## config.mk

```make
export PLATFORM = sky130hd
export DESIGN_NAME = rom_dl_sequencer
export DESIGN_NICKNAME = d
export VERILOG_FILES = /design/src/rtl/rom_dl_sequencer.sv
export SDC_FILE = /design/constraint.sdc
export NUM_CORES = 1
export LEC_CHECK = 0
export BUFFER_PORTS_ARGS = -buffer_cell sky130_fd_sc_hd__buf_2
export CAP_MARGIN = 10
export CORE_MARGIN = 1.5
export CORE_UTILIZATION = 49
export CTS_CLUSTER_DIAMETER = 150
export DETAILED_ROUTE_END_ITERATION = 16
export GPL_TIMING_DRIVEN = 0
export PLACE_DENSITY = 0.83
export SETUP_SLACK_MARGIN = 0.3
export SLEW_MARGIN = 20
export SYNTH_ARGS = -nofsm -noshare
export SYNTH_HDL_FRONTEND = slang
export SYNTH_SLANG_ARGS = --single-unit
```

## constraint.sdc

```tcl
create_clock -name CLK_DL -period 4.43 [get_ports CLK_DL]
set_input_delay 0.6645 -clock CLK_DL [delete_from_list [all_inputs] [get_ports CLK_DL]]
set_output_delay 0.6645 -clock CLK_DL [all_outputs]
set_load 0.02 [all_outputs]
```

## src/rtl/rom_dl_sequencer.sv

```systemverilog
// ROM download sequencer: qualifies the ioctl byte stream, forwards
// in-range writes with a one-hot region select, verifies the image
// sizes and holds the CPUs in reset until both images are valid.
module rom_dl_sequencer #(
  parameter logic [24:0] MAIN_SIZE = 25'hA000,
  parameter logic [24:0] SND_SIZE  = 25'h2000,
  parameter logic [7:0]  MAIN_IDX  = 8'd0,
  parameter logic [7:0]  SND_IDX   = 8'd1
) (
  input  logic        CLK_DL,
  input  logic        RESET,
  input  logic        ioctl_download,
  input  logic [7:0]  ioctl_index,
  input  logic        ioctl_wr,
  input  logic [24:0] ioctl_addr,
  input  logic [7:0]  ioctl_dout,
  output logic [24:0] dl_addr,
  output logic [7:0]  dl_data,
  output logic        dl_wr,
  output logic [9:0]  main_cs,
  output logic [1:0]  snd_cs,
  output logic        main_loaded,
  output logic        snd_loaded,
  output logic [1:0]  rom_error,
  output logic        cpu_hold
);

  typedef enum logic [2:0] {
    IDLE      = 3'd0,
    LOAD_MAIN = 3'd1,
    LOAD_SND  = 3'd2,
    CHECK     = 3'd3,
    SKIP      = 3'd4
  } state_t;

  state_t      state_r, state_nx;
  logic        dl_q_r;
  logic        armed_r;     // download seen low since reset: only a fresh edge starts a load
  logic        cur_snd_r, cur_snd_nx;
  logic [24:0] hw_r, hw_nx;
  logic        ovf_r, ovf_nx;
  logic [24:0] dl_addr_r, dl_addr_nx;
  logic [7:0]  dl_data_r, dl_data_nx;
  logic        dl_wr_r, dl_wr_nx;
  logic [9:0]  main_cs_r, main_cs_nx;
  logic [1:0]  snd_cs_r, snd_cs_nx;
  logic        main_loaded_r, main_loaded_nx;
  logic        snd_loaded_r, snd_loaded_nx;
  logic [1:0]  rom_error_r, rom_error_nx;
  logic        cpu_hold_r, cpu_hold_nx;

  logic        rise_s, fall_s;
  logic [24:0] addr_p1_s;
  logic [12:0] region_s;

  assign rise_s    = ioctl_download & ~dl_q_r & armed_r;
  assign fall_s    = ~ioctl_download & dl_q_r;
  assign addr_p1_s = ioctl_addr + 25'd1;
  assign region_s  = ioctl_addr[24:12];

  // Next-state, write qualification, size bookkeeping and hold request
  always_comb begin
    state_nx       = state_r;
    cur_snd_nx     = cur_snd_r;
    hw_nx          = hw_r;
    ovf_nx         = ovf_r;
    dl_addr_nx     = dl_addr_r;
    dl_data_nx     = dl_data_r;
    dl_wr_nx       = 1'b0;
    main_cs_nx     = 10'd0;
    snd_cs_nx      = 2'd0;
    main_loaded_nx = main_loaded_r;
    snd_loaded_nx  = snd_loaded_r;
    rom_error_nx   = rom_error_r;

    case (state_r)
      IDLE: begin
        if (rise_s) begin
          if (ioctl_index == MAIN_IDX) begin
            state_nx        = LOAD_MAIN;
            cur_snd_nx      = 1'b0;
            main_loaded_nx  = 1'b0;
            rom_error_nx[0] = 1'b0;
            hw_nx           = 25'd0;
            ovf_nx          = 1'b0;
          end else if (ioctl_index == SND_IDX) begin
            state_nx        = LOAD_SND;
            cur_snd_nx      = 1'b1;
            snd_loaded_nx   = 1'b0;
            rom_error_nx[1] = 1'b0;
            hw_nx           = 25'd0;
            ovf_nx          = 1'b0;
          end else begin
            state_nx = SKIP;
          end
        end else begin
          state_nx = IDLE;
        end
      end
      LOAD_MAIN, LOAD_SND: begin
        if (ioctl_wr) begin
          if (ioctl_addr < ((state_r == LOAD_MAIN) ? MAIN_SIZE : SND_SIZE)) begin
            dl_wr_nx   = 1'b1;
            dl_addr_nx = ioctl_addr;
            dl_data_nx = ioctl_dout;
            if (state_r == LOAD_MAIN) begin
              main_cs_nx = 10'd1 << region_s;
            end else begin
              snd_cs_nx = 2'd1 << region_s;
            end
            if (addr_p1_s > hw_r) begin
              hw_nx = addr_p1_s;
            end else begin
              hw_nx = hw_r;
            end
          end else begin
            ovf_nx = 1'b1;
          end
        end else begin
          dl_wr_nx = 1'b0;
        end
        if (fall_s) begin
          state_nx = CHECK;
        end else begin
          state_nx = state_r;
        end
      end
      CHECK: begin
        if (cur_snd_r) begin
          if ((hw_r == SND_SIZE) && !ovf_r) begin
            snd_loaded_nx = 1'b1;
          end else begin
            rom_error_nx[1] = 1'b1;
          end
        end else begin
          if ((hw_r == MAIN_SIZE) && !ovf_r) begin
            main_loaded_nx = 1'b1;
          end else begin
            rom_error_nx[0] = 1'b1;
          end
        end
        state_nx = IDLE;
      end
      SKIP: begin
        if (fall_s) begin
          state_nx = IDLE;
        end else begin
          state_nx = SKIP;
        end
      end
      default: begin
        state_nx = IDLE;
      end
    endcase

    cpu_hold_nx = ~(main_loaded_nx & snd_loaded_nx) | (state_nx != IDLE);
  end

  // State and output registers
  always_ff @(posedge CLK_DL or posedge RESET) begin
    if (RESET) begin
      state_r       <= IDLE;
      dl_q_r        <= 1'b0;
      armed_r       <= 1'b0;
      cur_snd_r     <= 1'b0;
      hw_r          <= 25'd0;
      ovf_r         <= 1'b0;
      dl_addr_r     <= 25'd0;
      dl_data_r     <= 8'd0;
      dl_wr_r       <= 1'b0;
      main_cs_r     <= 10'd0;
      snd_cs_r      <= 2'd0;
      main_loaded_r <= 1'b0;
      snd_loaded_r  <= 1'b0;
      rom_error_r   <= 2'd0;
      cpu_hold_r    <= 1'b1;
    end else begin
      state_r       <= state_nx;
      dl_q_r        <= ioctl_download;
      armed_r       <= armed_r | ~ioctl_download;
      cur_snd_r     <= cur_snd_nx;
      hw_r          <= hw_nx;
      ovf_r         <= ovf_nx;
      dl_addr_r     <= dl_addr_nx;
      dl_data_r     <= dl_data_nx;
      dl_wr_r       <= dl_wr_nx;
      main_cs_r     <= main_cs_nx;
      snd_cs_r      <= snd_cs_nx;
      main_loaded_r <= main_loaded_nx;
      snd_loaded_r  <= snd_loaded_nx;
      rom_error_r   <= rom_error_nx;
      cpu_hold_r    <= cpu_hold_nx;
    end
  end

  assign dl_addr     = dl_addr_r;
  assign dl_data     = dl_data_r;
  assign dl_wr       = dl_wr_r;
  assign main_cs     = main_cs_r;
  assign snd_cs      = snd_cs_r;
  assign main_loaded = main_loaded_r;
  assign snd_loaded  = snd_loaded_r;
  assign rom_error   = rom_error_r;
  assign cpu_hold    = cpu_hold_r;

endmodule
```

Word level (Yosys, flattened, before mapping)
Index checks and enable logic that the tools add are counted.
Operators by class
  magnitude comparators: 2
  shifts and indexed selects: 2
  add/sub/neg operators: 1
  mux-type cells: 52
  bitwise logic cells: 9
  equal/unequal tests: 20
  reduce and logical (&&, ||, !) cells: 16
Operator list (count)
  2-to-1 mux 25 bit: 6
  one-hot mux 25 bit (2 select lines): 1
  2-to-1 mux 10 bit: 4
  adder 25 x 1 -> 25 bit, second input constant: 1
  == test 25 x 14 -> 1 bit, second input constant: 1
  == test 25 x 16 -> 1 bit, second input constant: 1
  > comparator 25 bit: 1
  less-than comparator 25 x 16 -> 1 bit: 1
  2-to-1 mux 1 bit: 25
  != test 2 bit, second input constant: 12
  2-to-1 mux 16 bit: 1
  2-to-1 mux 3 bit: 5
  << shifter 1 x 13 -> 10 bit, first input constant: 1
  << shifter 1 x 13 -> 2 bit, first input constant: 1
  AND reduction 6 bit: 2
  2-to-1 mux 2 bit: 5
  AND reduction 5 bit: 2
  one-hot mux 3 bit (3 select lines): 1
  == test 8 x 1 -> 1 bit, second input constant: 1
  zero test 8 bit: 1
  == test 3 x 2 -> 1 bit, second input constant: 2
  one-hot mux 1 bit (2 select lines): 3
  AND reduction 3 bit: 2
  nonzero test 2 bit: 3
  other kinds (12): 19
Word-level totals
  output and inout port bits: 51
  bits of input ports: 45
  register bits after elaboration: 83
  word-level logic and storage cells: 118

Depth between registers and ports, before layout
  word-level depth: 8
  gate-level depth with buffers: 15
  depth with buffers taken out: 14

Least setup slack after synthesis
No wires, ideal clock.
  path type: input to register
  start point: input port ioctl_addr[0]
  end point: register hw_r[10]
  slack: 0.841 ns
  buffers on the path: 1
  data required time: 4.305 ns
  stages: 14
  setup time: 0.125 ns
  arrival time: 3.464 ns
  path through: ha_1 -> nand2_1 -> nor4_2 -> nand3_1 -> nor2_2 -> nand3_1 -> xnor2_1 -> ha_1 -> and4_1 -> a221oi_1 -> o211ai_1 -> nand3_4 -> buf_6 -> mux2_4
On the way
  longest elaborated chain between the ends: 5
  elaborated cells on any way between the ends: 10
  classes of those cells: 1 x add/sub; 2 x order compare; 2 x eq/ne; 4 x mux; 1 x reduce/logical
Ends and longest elaborated chain
  start, declared: line 15  | input logic [24:0] ioctl_addr,
  parallel branches: the longest is 5 deep, another holds adder 25 x 1 -> 25 bit
  end signal, assigned: line 182  | hw_r <= hw_nx;
  end, declared: line 40  | logic [24:0] hw_r, hw_nx;
Several ways; the timed one is not identified. The select of a mux whose other input is x is not followed.
A chain may end at the register's enable or synchronous reset.

Final worst setup path
  start point: input port ioctl_addr[0]
  end point: register hw_r[4]
The elaborated chain is that of the path after synthesis.

==> impl_results.html <==
<table>
<tr><th>Metric</th><th>Value</th></tr>
<tr><th colspan="2">Status</th></tr>
<tr><td>Run status</td><td>completed</td></tr>
<tr><th colspan="2">Setup path</th></tr>
<tr><td>Worst path top cell family by delay</td><td>simple AND/OR/NAND/NOR gates</td></tr>
<tr><td>Largest stage delay on the critical path</td><td>0.36 ns</td></tr>
<tr><td>Count of buffering cells on the critical path with inverters included</td><td>2</td></tr>
<tr><td>Startpoint class of the critical path</td><td>primary input</td></tr>
<tr><td>R2R depth</td><td>9</td></tr>
<tr><td>Launching point of the worst reg2reg path</td><td>state_r[1]$_DFF_PP0_</td></tr>
<tr><td>Launch point of the critical path</td><td>ioctl_addr[0]</td></tr>
<tr><td>Setup slack, reg-to-reg</td><td>1.36 ns</td></tr>
<tr><td>Endpoint class of the critical path</td><td>flip-flop</td></tr>
<tr><td>CP max-delay cell</td><td>sky130_fd_sc_hd__nor4_4</td></tr>
<tr><td>CP required</td><td>4.67 ns</td></tr>
<tr><td>Critical Path AT</td><td>4.10 ns</td></tr>
<tr><td>Category of the critical setup timing path</td><td>in -&gt; reg</td></tr>
<tr><td>Cell breakdown of the critical path</td><td>buf_2, ha_1, nand2_1, nor4_4, nand3_1, nor2_2, nand3_1, xnor2_1, ha_1, and4_1, a221oi_2, o211ai_1, nand3_4, buf_6, mux2_4</td></tr>
<tr><td>R2R Path End</td><td>dl_data[5]$_DFFE_PP0P_</td></tr>
<tr><td>Critical Path Fanout Max</td><td>10</td></tr>
<tr><th colspan="2">Hold path</th></tr>
<tr><td>Class of the most critical hold timing path</td><td>in -&gt; async</td></tr>
<tr><th colspan="2">Global routing</th></tr>
<tr><td>Wire length of the first global-routing pass</td><td>17400 um</td></tr>
<tr><td>Residual overflow from global routing</td><td>0</td></tr>
<tr><td>GR Util All Layers</td><td>0.224</td></tr>
<tr><td>Vias in the first global route</td><td>3641</td></tr>
<tr><td>Largest net degree at the start of global routing</td><td>48</td></tr>
<tr><td>Initial antenna violation count</td><td>0</td></tr>
<tr><th colspan="2">Die</th></tr>
<tr><td>Initial cell density of the core</td><td>0.507</td></tr>
<tr><td>Std-Cell Rows</td><td>34</td></tr>
<tr><td>Total core area</td><td>0.00876 mm^2</td></tr>
<tr><td>Die area</td><td>0.00965 mm^2</td></tr>
<tr><td>Height of the die</td><td>98.3 um</td></tr>
<tr><td>Count of pins on the block boundary</td><td>96</td></tr>
<tr><td>Die width</td><td>98.3 um</td></tr>
<tr><th colspan="2">Clocking</th></tr>
<tr><td>Hold buffer count at cts</td><td>0</td></tr>
<tr><td>CTS HTree Levels</td><td>3</td></tr>
<tr><td>Latest clock arrival within the worst-skew pair</td><td>0.36 ns</td></tr>
<tr><td>Clk root buf</td><td>sky130_fd_sc_hd__clkbuf_8</td></tr>
<tr><td>CTS Buf Count</td><td>9</td></tr>
<tr><td>Total clock sinks</td><td>83</td></tr>
<tr><td>Longest Clk Path Bufs</td><td>2</td></tr>
<tr><td>CTS tree</td><td>done</td></tr>
<tr><td>Clock-pin transition on the worst setup and hold timing paths</td><td>0.09 ns</td></tr>
<tr><th colspan="2">Yosys</th></tr>
<tr><td>Multiplexer fraction of the synthesized cell area</td><td>0.114</td></tr>
<tr><td>Number of nets in the synthesized netlist</td><td>477</td></tr>
<tr><td>Adder and majority gate portion of the synthesized area</td><td>0.0760</td></tr>
<tr><td>Cell area after synthesis</td><td>0.00445 mm^2</td></tr>
<tr><td>Register area share after synthesis</td><td>0.467</td></tr>
<tr><td>Dominant register cell in the synthesized netlist</td><td>sky130_fd_sc_hd__dfrtp_1</td></tr>
<tr><td>Number of synthesis warnings</td><td>0</td></tr>
<tr><td>Number of flops mapped to enable cells by yosys</td><td>0</td></tr>
<tr><td>Main combinational cell family by area after synthesis</td><td>simple AND/OR/NAND/NOR gates</td></tr>
<tr><td>Fraction of the mapped netlist area in compound gates</td><td>0.0650</td></tr>
<tr><td>Average footprint of a synthesized cell</td><td>11.0 um^2</td></tr>
<tr><td>Synth top area share</td><td>0.462</td></tr>
<tr><td>#FFs+latches synth</td><td>83</td></tr>
<tr><td>Distinct cell type count after synthesis</td><td>49</td></tr>
<tr><td>Cell accounting for the most synthesized area</td><td>sky130_fd_sc_hd__dfrtp_1</td></tr>
<tr><td>Async S/R FF share, synth</td><td>1.00</td></tr>
<tr><td>Simple-gate area share of the yosys netlist</td><td>0.185</td></tr>
<tr><td>Most area-consuming cells after synthesis</td><td>sky130_fd_sc_hd__dfrtp_1 (46%), sky130_fd_sc_hd__ha_1 (7.6%), sky130_fd_sc_hd__mux2_2 (7.3%)</td></tr>
<tr><td>Xor-xnor portion of the synthesized cell area</td><td>0.0473</td></tr>
<tr><td>Cell count after synthesis</td><td>405</td></tr>
<tr><th colspan="2">Cells and area</th></tr>
<tr><td>Layout-stage area growth over the synthesis result</td><td>19.3%</td></tr>
<tr><td>Final Instance Area</td><td>0.00530 mm^2</td></tr>
<tr><td>Count of inserted antenna diode cells</td><td>0</td></tr>
<tr><td>Multi-input gate area</td><td>0.00218 mm^2</td></tr>
<tr><td>Non-Filler Instances</td><td>621</td></tr>
<tr><td>Number of fill cells</td><td>710</td></tr>
<tr><td>Register area</td><td>0.00208 mm^2</td></tr>
<tr><td>Layout cell share with drive strength beyond 1</td><td>0.335</td></tr>
<tr><td>Total Nets Final</td><td>580</td></tr>
<tr><th colspan="2">STA</th></tr>
<tr><td>Slew HR</td><td>0.322</td></tr>
<tr><td>Number of setup violations in the final report</td><td>0</td></tr>
<tr><td>Hold Fails Final Rpt</td><td>0</td></tr>
<tr><td>Worst Skew</td><td>0.0134 ns</td></tr>
<tr><td>Worst setup margin</td><td>0.570 ns</td></tr>
<tr><td>Part of the cycle the worst path needs</td><td>0.871</td></tr>
<tr><td>Unrepaired setup endpoints after global routing</td><td>no</td></tr>
<tr><td>Transition at the pin with the smallest max-transition slack</td><td>1.02 ns</td></tr>
<tr><td>Total Negative Setup Slacks</td><td>0 ns</td></tr>
<tr><td>Peak Freq</td><td>259 MHz</td></tr>
<tr><td>Minimum period implied by the final worst setup slack</td><td>3.86 ns</td></tr>
<tr><td>Max-slew violations</td><td>0</td></tr>
<tr><th colspan="2">Drt</th></tr>
<tr><td>Routed via count divided by cell count</td><td>5.66</td></tr>
<tr><td>Number of nets with antenna violations after detailed routing</td><td>0</td></tr>
<tr><td>Sum of routed wire length over all layers</td><td>10300 um</td></tr>
<tr><td>Detailed-routing iteration count for the pre-antenna-repair pass</td><td>5</td></tr>
<tr><td>WL per Instance</td><td>16.7 um</td></tr>
<tr><td>DRC violation count after routing</td><td>0</td></tr>
<tr><td>Detailed router's first-iteration violation count</td><td>163</td></tr>
<tr><td>Total number of vias</td><td>3514</td></tr>
<tr><th colspan="2">Placement</th></tr>
<tr><td>Buffers added on ports</td><td>91</td></tr>
<tr><td>Cell count after placement</td><td>605</td></tr>
<tr><td>Minimum setup slack after placement</td><td>0.0300 ns</td></tr>
<tr><td>Cell Area, Placed</td><td>0.00506 mm^2</td></tr>
<tr><td>Routability-driven placement congestion ratio</td><td>0.886</td></tr>
<tr><td>Post-DP HPWL</td><td>7780 um</td></tr>
<tr><th colspan="2">Pwr</th></tr>
<tr><td>Worst vdd rail ir drop</td><td>0.000225 V</td></tr>
<tr><td>Power per Cell Area</td><td>299 mW/mm^2</td></tr>
<tr><td>Leak</td><td>2.76 nW</td></tr>
<tr><th colspan="2">Job</th></tr>
<tr><td>Max Cap Viol</td><td>0</td></tr>
</table>
[through the flow]
step	hold WS, ns	util	power (W)
4_1_cts	0.392	0.604	0.00159
3_3_place_gp	0.446	0.575	0.000951
6_report	0.381	0.605	0.00159
5_1_grt	0.433	0.605	0.00164
2_1_floorplan	0.426	-	0.000899
3_5_place_dp	0.445	0.577	0.000966
[synth_stat cells, types with 3 or more instances]
| library cell | number |
|---|---|
| sky130_fd_sc_hd__o21ai_0 | 8 |
| sky130_fd_sc_hd__mux2i_1 | 3 |
| sky130_fd_sc_hd__dfrtp_1 | 82 |
| sky130_fd_sc_hd__nor4_2 | 5 |
| sky130_fd_sc_hd__buf_6 | 4 |
| sky130_fd_sc_hd__and4_1 | 4 |
| sky130_fd_sc_hd__buf_2 | 3 |
| sky130_fd_sc_hd__mux2_2 | 29 |
| sky130_fd_sc_hd__a31oi_1 | 15 |
| sky130_fd_sc_hd__nor4_1 | 6 |
| sky130_fd_sc_hd__nand3_1 | 14 |
| sky130_fd_sc_hd__nor2_1 | 20 |
| sky130_fd_sc_hd__xnor2_1 | 15 |
| sky130_fd_sc_hd__and3_1 | 13 |
| sky130_fd_sc_hd__nor2b_1 | 10 |
| sky130_fd_sc_hd__nand2_1 | 27 |
| sky130_fd_sc_hd__clkbuf_1 | 9 |
| sky130_fd_sc_hd__ha_1 | 27 |
| sky130_fd_sc_hd__a21oi_1 | 9 |
| sky130_fd_sc_hd__inv_1 | 29 |
| sky130_fd_sc_hd__xor2_1 | 9 |
| sky130_fd_sc_hd__nor3_1 | 9 |
| sky130_fd_sc_hd__nand4_1 | 10 |
| sky130_fd_sc_hd__mux2_4 | 10 |
[worst register-to-register path, delay by kind of cell, from the launching register on]
kind / cells / cell delay, ns
compound gates: 1 / 0.09
fa+ha+maj: 1 / 0.30
buf+inv: 3 / 0.47
flops: 1 / 0.45
mux: 1 / 0.34
simple gates: 3 / 1.32
[flip-flops by register name (all words and copies together), names as in the netlist, 2 cells and up]
register,count
state_r,3
snd_cs,2
hw_r,25
main_cs,10
dl_addr,25
dl_data,8
rom_error,2
[cells by family (layout without fill, tap and decap cells)]
kind of cell    count (synthesis)  after routing
compound gates                 46             46
xor+xnor                       24             24
fa+ha+maj                      27             27
buf+inv                        45            153
flops                          83             83
mux                            42             42
simple gates                  138            138
[layout make-up]
| class | count | area share |
|---|---|---|
| flip-flops and latches | 83 | 0.392 |
| repair buffers | 92 | 0.0896 |
| inverters | 29 | 0.0210 |
| plain buffers | 16 | 0.0177 |
| multi-input cells | 277 | 0.411 |
| clock inverters | 7 | 0.0201 |
| well taps | 108 | 0.0255 |
| clock buffers | 9 | 0.0234 |
[timing repair]
item                       in CTS  in global routing
setup endpoints to repair       0                 17
setup buffers                   0                  0
resized for setup               0                  2
[layer usage]
layer  part of all wire  vias up  GRT usage
met5                  0        -          0
met4              0.020        0     0.0888
met3              0.053       15     0.0344
met2               0.50      101      0.378
met1               0.43     1743      0.292
li1                   -     1655          -
[power breakdown]
group	switching, W	internal [W]
logic	0.000104	0.0000691
clock network	0.000305	0.000328
registers	0.0000105	0.000771
[worst max path at each step]
stage	endpoint	slack, ns	depth (start not counted)
final	hw_r[4]$_DFFE_PP0P_	0.57	15
after global placement	hw_r[11]$_DFFE_PP0P_	0.08	15
after floorplan	hw_r[10]$_DFFE_PP0P_	0.84	14
after detailed placement	hw_r[4]$_DFFE_PP0P_	0.03	15
after global routing	hw_r[10]$_DFFE_PP0P_	0.32	15
after CTS	hw_r[4]$_DFFE_PP0P_	0.39	15
[cells in the final DEF (no fill, tap or decap), drive strengths merged, types with 2 or more instances in the layout]
cell type  Yosys  layout
inv           29      33
nand4         11      11
mux2          39      39
mux2i          3       3
dfrtp         82      82
o21a           2       2
a21oi          9       9
ha            27      27
nor2b         10      10
and4           4       4
buf            7      99
nor4b          4       4
xor2           9       9
nand2         29      29
nor4          11      11
or3            2       2
a211oi         2       2
and3          13      13
o21ai         10      10
nand3         15      15
bufinv         0       2
clkbuf         9      18
nor3           9       9
nand4b         2       2
a31oi         15      15
a221oi         2       2
nor2          23      23
xnor2         15      15
o22a           2       2
Power figures use the tool's default switching activity.
